**src/rtl/digct_pkg.sv**
```systemverilog
// digct_pkg: shared types and defaults for the DigCt event monitor
package digct_pkg;
   typedef enum logic [1:0] {IDLE, S1, S2} seq_state_t;
   localparam int CNT_W_DEF = 8;
endpackage

```
**src/rtl/digct_edge_cnt.sv**
```systemverilog
// digct_edge_cnt: rising-edge detector with a saturating per-channel counter
module digct_edge_cnt
   import digct_pkg::*;
#(
   parameter int CNT_W = CNT_W_DEF
) (
   input  logic             CLK,
   input  logic             RST,
   input  logic             CLR,
   input  logic             IN,
   output logic [CNT_W-1:0] CNT,
   output logic [CNT_W-1:0] CNT_NXT
);
   logic             r_prev;
   logic [CNT_W-1:0] r_cnt;
   logic             w_edge;
   assign w_edge  = IN & ~r_prev;
   assign CNT_NXT = CLR ? '0 : (w_edge && r_cnt != '1) ? r_cnt + 1'b1 : r_cnt;
   assign CNT     = r_cnt;
   // prev tracks the input every cycle (CLR leaves it alone); count follows CNT_NXT
   always_ff @(posedge CLK) begin
      if (RST) begin
         r_prev <= 1'b0;
         r_cnt  <= '0;
      end else begin
         r_prev <= IN;
         r_cnt  <= CNT_NXT;
      end
   end
endmodule

```
**src/rtl/digct_event_monitor.sv**
```systemverilog
// digct_event_monitor: edge counters, 3-sample sequence detector and counter snapshot report port
module digct_event_monitor
   import digct_pkg::*;
#(
   parameter int         CNT_W = CNT_W_DEF,
   parameter logic [2:0] PAT0  = 3'b001,
   parameter logic [2:0] PAT1  = 3'b011,
   parameter logic [2:0] PAT2  = 3'b111
) (
   input  logic               CLK,
   input  logic               RST,
   input  logic [2:0]         IN_VEC,
   input  logic               CLR,
   output logic               MATCH,
   output logic               REP_VALID,
   input  logic               REP_READY,
   output logic [3*CNT_W-1:0] REP_CNT,
   output logic               OVERRUN
);
   seq_state_t         r_state, w_state_nxt;
   logic               w_hit;
   logic [3*CNT_W-1:0] w_cnt_nxt;
   logic               r_match, r_rep_valid, r_overrun;
   logic [3*CNT_W-1:0] r_rep_cnt;
   for (genvar i = 0; i < 3; i++) begin : g_cnt
      digct_edge_cnt #(.CNT_W(CNT_W)) u_cnt (
         .CLK    (CLK),
         .RST    (RST),
         .CLR    (CLR),
         .IN     (IN_VEC[i]),
         .CNT    (),
         .CNT_NXT(w_cnt_nxt[i*CNT_W +: CNT_W])
      );
   end
   // sequence FSM state register
   always_ff @(posedge CLK) begin
      if (RST) r_state <= IDLE;
      else     r_state <= w_state_nxt;
   end
   // next state and hit detection; CLR forces IDLE and suppresses the hit
   always_comb begin
      w_state_nxt = IDLE;
      w_hit       = 1'b0;
      if (!CLR) begin
         w_hit       = (r_state == S2) && (IN_VEC == PAT2);
         w_state_nxt = (r_state == S1 && IN_VEC == PAT1) ? S2 :
                       (IN_VEC == PAT0)                  ? S1 : IDLE;
      end
   end
   // match pulse, report handshake with snapshot of post-update counts, sticky overrun
   always_ff @(posedge CLK) begin
      if (RST) begin
         r_match     <= 1'b0;
         r_rep_valid <= 1'b0;
         r_rep_cnt   <= '0;
         r_overrun   <= 1'b0;
      end else begin
         r_match <= w_hit;
         if (w_hit && (!r_rep_valid || REP_READY)) begin
            r_rep_valid <= 1'b1;
            r_rep_cnt   <= w_cnt_nxt;
         end else if (r_rep_valid && REP_READY) begin
            r_rep_valid <= 1'b0;
         end
         if (CLR)                                   r_overrun <= 1'b0;
         else if (w_hit && r_rep_valid && !REP_READY) r_overrun <= 1'b1;
      end
   end
   assign MATCH     = r_match;
   assign REP_VALID = r_rep_valid;
   assign REP_CNT   = r_rep_cnt;
   assign OVERRUN   = r_overrun;
endmodule
```
**config.mk**
```make
export PLATFORM = sky130hd
export DESIGN_NAME = digct_event_monitor
export DESIGN_NICKNAME = d
export VERILOG_FILES = /design/src/rtl/digct_pkg.sv /design/src/rtl/digct_edge_cnt.sv /design/src/rtl/digct_event_monitor.sv
export SDC_FILE = /design/constraint.sdc
export NUM_CORES = 1
export LEC_CHECK = 0
export BUFFER_PORTS_ARGS = -buffer_cell sky130_fd_sc_hd__buf_2
export CAP_MARGIN = 10
export CORE_MARGIN = 1
export CORE_UTILIZATION = 50
export DETAILED_ROUTE_END_ITERATION = 8
export GPL_TIMING_DRIVEN = 0
export PLACE_DENSITY = 0.71
export RECOVER_POWER = 50
export SKIP_CTS_REPAIR_TIMING = 1
export SLEW_MARGIN = 20
export SYNTH_ARGS = -nofsm -noshare
export SYNTH_HDL_FRONTEND = slang
export SYNTH_SLANG_ARGS = --single-unit
```
**constraint.sdc**
```tcl
create_clock -name CLK -period 4.12 [get_ports CLK]
set_input_delay 0.824 -clock CLK [delete_from_list [all_inputs] [get_ports CLK]]
set_output_delay 0.824 -clock CLK [all_outputs]
set_load 0.05 [all_outputs]
```
==> run_results.csv <==
group,metric,value,unit
outcome,status,"completed",
power_and_ir_drop,p_leak,0.00106,uW
synth,syn_inst,254,
global_route,grt_pass1_wl,7910,um
cells_and_area,drive_above_1_share,0.142,
floorplanning,io_pins,34,
critical_path,cp_max_fo,10,
clocking,cts_tree,"done",
synth,synthAdderAreaFrac,0.0161,
power_and_ir_drop,p_sw,199,uW
timing,period_share,0.484,
synth,synth_xor_area_frac,0.0150,
timing,fin_crit,1.99,ns
timing,final_hold_viol_count,0,
floorplanning,fp.dieArea,4940,um2
timing,setup_tns,0,ns
cells_and_area,ff_latch_area,1120,um2
routing,drtIter0Drc,152,
clocking,cts-buffers-inserted,5,
critical_path,timing.reg2reg.setup_slack,2.46,ns
synth,synth_top_family_by_area,"simple AND/OR/NAND/NOR gates",
critical_path,cp.arrival,2.17,ns
routing,firstDrtPassIters,5,
hold_path,whs_path_depth,1,
power_and_ir_drop,combPwrFrac,0.038,
routing,wl,4710,um
power_and_ir_drop,p_int,736,uW
floorplanning,die_width,70.3,um
floorplanning,coreArea,4410,um2
synth,ys.flop_type,"dfxtp_1",
flow_run,maxCapViolCount,0,
critical_path,reg2regPathDepth,5,
placement,port_buffers,33,
cells_and_area,diodes,0,
synth,synth_compound_area_frac,0.141,
clocking,clock-sinks,56,
clocking,htreeDepth,2,
cells_and_area,num-nets-final,304,
critical_path,cpPeakStageDelay,0.50,ns
clocking,clk_latency,0.31,ns
power_and_ir_drop,swShare,0.213,
critical_path,critPathTopFamily,"buffers and inverters",
global_route,grt_max_degree,17,
critical_path,slowest_stage,"clkbuf_1",
critical_path,reg2reg_to,"REP_CNT[11]$_SDFFE_PP0P_",
routing,vias,1926,
hold_path,hold_class,"flip-flop to flip-flop",
synth,ys_ff_latch,56,
critical_path,r2r-start,"g_cnt[1].u_cnt.CNT[0]$_SDFF_PP0_",
critical_path,critical_path_class,"input pin to flip-flop",
timing,finalSetupViolCount,0,
timing,fin_worst_skew,0.00905,ns
synth,synth_cell_type_count,45,
placement,gp_congestion,0.913,
routing,drtAntennaViolNets,0,
cells_and_area,layout.cells.non_filler,347,
floorplanning,start_util,0.528,
synth,ys_seq_area_frac,0.481,
critical_path,end_kind,"flip-flop",
synth,syn_avg_cell_area,9.17,um2
floorplanning,placementRows,24,
routing,via_per_inst,5.55,
cells_and_area,fillers,423,
timing,relSlewSlack,0.605,
hold_path,hp-start,"r_state[1]$_SDFF_PP0_",
synth,synth_nets,264,
clocking,clk_path_buf_depth,2,
floorplanning,die_h,70.3,um
synth,yosys_warnings,0,
critical_path,worstPathRequired,4.30,ns
critical_path,cp_num_buf_inv,3,
power_and_ir_drop,power_density,355,nW/um2
timing,drv_slew,0,
placement,dp.final_hpwl,3340,um
hold_path,min_to,"r_state[1]$_SDFF_PP0_",
power_and_ir_drop,seqPwrFrac,0.584,
critical_path,worstPathCellList,"clkbuf_1 -> or2_1 -> clkbuf_1 -> clkbuf_1 -> nor2_1",
critical_path,critPathMostFrequentCell,"clkbuf_1",
routing,wl_per_cell,13.6,um
synth,netlist_area,2330,um2
cells_and_area,syn_to_final_growth,13.2,%
timing,tightest_slew,0.596,ns
routing,drcViolationCount,0,
critical_path,critPathLaunchType,"input pin",
power_and_ir_drop,peakVddDrop,0.184,mV
synth,async_flop_share,0,
global_route,grt.total_usage,0.203,
global_route,antenna_found_initial,0,
clocking,clk_pin_slew,0.10,ns
timing,rsz0062_at_grt,"false",
timing,max_freq,0.501,GHz
timing,worst_hold_slack,0.422,ns
global_route,grt_overflow,0,
global_route,grt_pass1_vias,1797,
clocking,root_buffer,"clkbuf_8",
synth,synth_simple_gate_area_share,0.272,
synth,synth_edf_count,0,
synth,muxShareOfSynthArea,0.0559,
placement,dp_cells,339,
power_and_ir_drop,clockPowerShare,0.378,
cells_and_area,multi_input_area,1150,um2
power by group through the flow:
stage | sequential, uW | clock (uW) | combinational [uW]
2_1_floorplan | 559 | 0 | 23.2
3_3_place_gp | 559 | 0 | 36.2
3_5_place_dp | 559 | 0 | 36.7
4_1_cts | 547 | 362 | 36.8
5_1_grt | 547 | 379 | 39.2
6_report | 547 | 354 | 35.3
placed cells by master (no fill, tap or decap), types with 2 or more instances in the layout:
master    count
xor2_1        3
nand4_1       7
and2_0        3
or3_1         3
a21oi_1      13
nor3_1        5
and4bb_1      2
clkbuf_1     16
and2_1        3
mux2i_1      13
dfxtp_1      56
nand3_1       7
and3_1        8
o31ai_1       2
o21ai_1       5
and4_1        3
nand2b_1      5
o21ai_2       5
clkbuf_8      5
nor2b_1       6
buf_2        23
nand3b_1      2
ha_1          3
nand2_1      37
a22o_1        4
nor2_1       25
o21ai_0      12
per-stage QoR:
step | utilization | setup WS (ns) | power (uW) | instance area, um2
after floorplan | - | 2.35 | 582 | 2330
after global placement | 0.580 | 1.94 | 595 | 2560
after detailed placement | 0.580 | 1.93 | 596 | 2560
after CTS | 0.604 | 2.25 | 945 | 2670
after global routing | 0.597 | 1.98 | 966 | 2640
final | 0.597 | 2.13 | 936 | 2640
sequential cells by signal, indices dropped and copies added, names as in the netlist:
register            cells
REP_CNT                24
g_cnt.u_cnt.CNT        24
g_cnt.u_cnt.r_prev      3
r_state                 2
MATCH                   1
OVERRUN                 1
REP_VALID               1
Yosys cell counts, drive strengths merged (4+ instances only):
master | n | share of area
dfxtp | 56 | 0.48
nand2b | 5 | 0.013
a21oi | 13 | 0.028
nand4 | 7 | 0.019
nor3 | 5 | 0.013
mux2i | 13 | 0.056
o21ai | 22 | 0.055
and2 | 6 | 0.016
and3 | 9 | 0.026
nand2 | 38 | 0.066
nand3 | 7 | 0.015
a22o | 4 | 0.015
nor2 | 25 | 0.040
nor2b | 6 | 0.016
buf | 4 | 0.012
per-layer routing:
metal	up-vias	track usage	wire length (um)
li1	977	-	-
met1	884	0.249	2290
met2	52	0.344	2140
met3	13	0.0476	184
met4	0	0.0733	92
met5	-	0	0
cells by family after synthesis:
kind of cell               Yosys count
and+or+nand+nor                    121
DFF                                 56
AOI/OAI and AO/OA                   49
muxes                               13
buffers and inverters                8
xor gates and xnor gates             4
adders and majority gates            3
how the worst max path moves through the flow:
| stage | startpoint | to | cells after the start |
|---|---|---|---|
| finish | RST | g_cnt[0].u_cnt.CNT[4]$_SDFF_PP0_ | 5 |
| global route | RST | REP_CNT[22]$_SDFFE_PP0P_ | 5 |
| CTS | IN_VEC[1] | REP_CNT[21]$_SDFFE_PP0P_ | 6 |
| detailed placement | IN_VEC[1] | REP_CNT[21]$_SDFFE_PP0P_ | 6 |
| global placement | IN_VEC[1] | REP_CNT[21]$_SDFFE_PP0P_ | 6 |
| floorplan | IN_VEC[1] | REP_CNT[21]$_SDFFE_PP0P_ | 5 |
cell type report:
cell class	instances	share of cell area
Buffer	7	0.0147
Clock buffer	6	0.0275
Tap cell	52	0.0247
Sequential cell	56	0.425
Inverter	1	0.00142
Clock inverter	2	0.0133
Multi-Input combinational cell	190	0.436
Timing Repair Buffer	33	0.0574
Power figures use the tool's default switching activity.
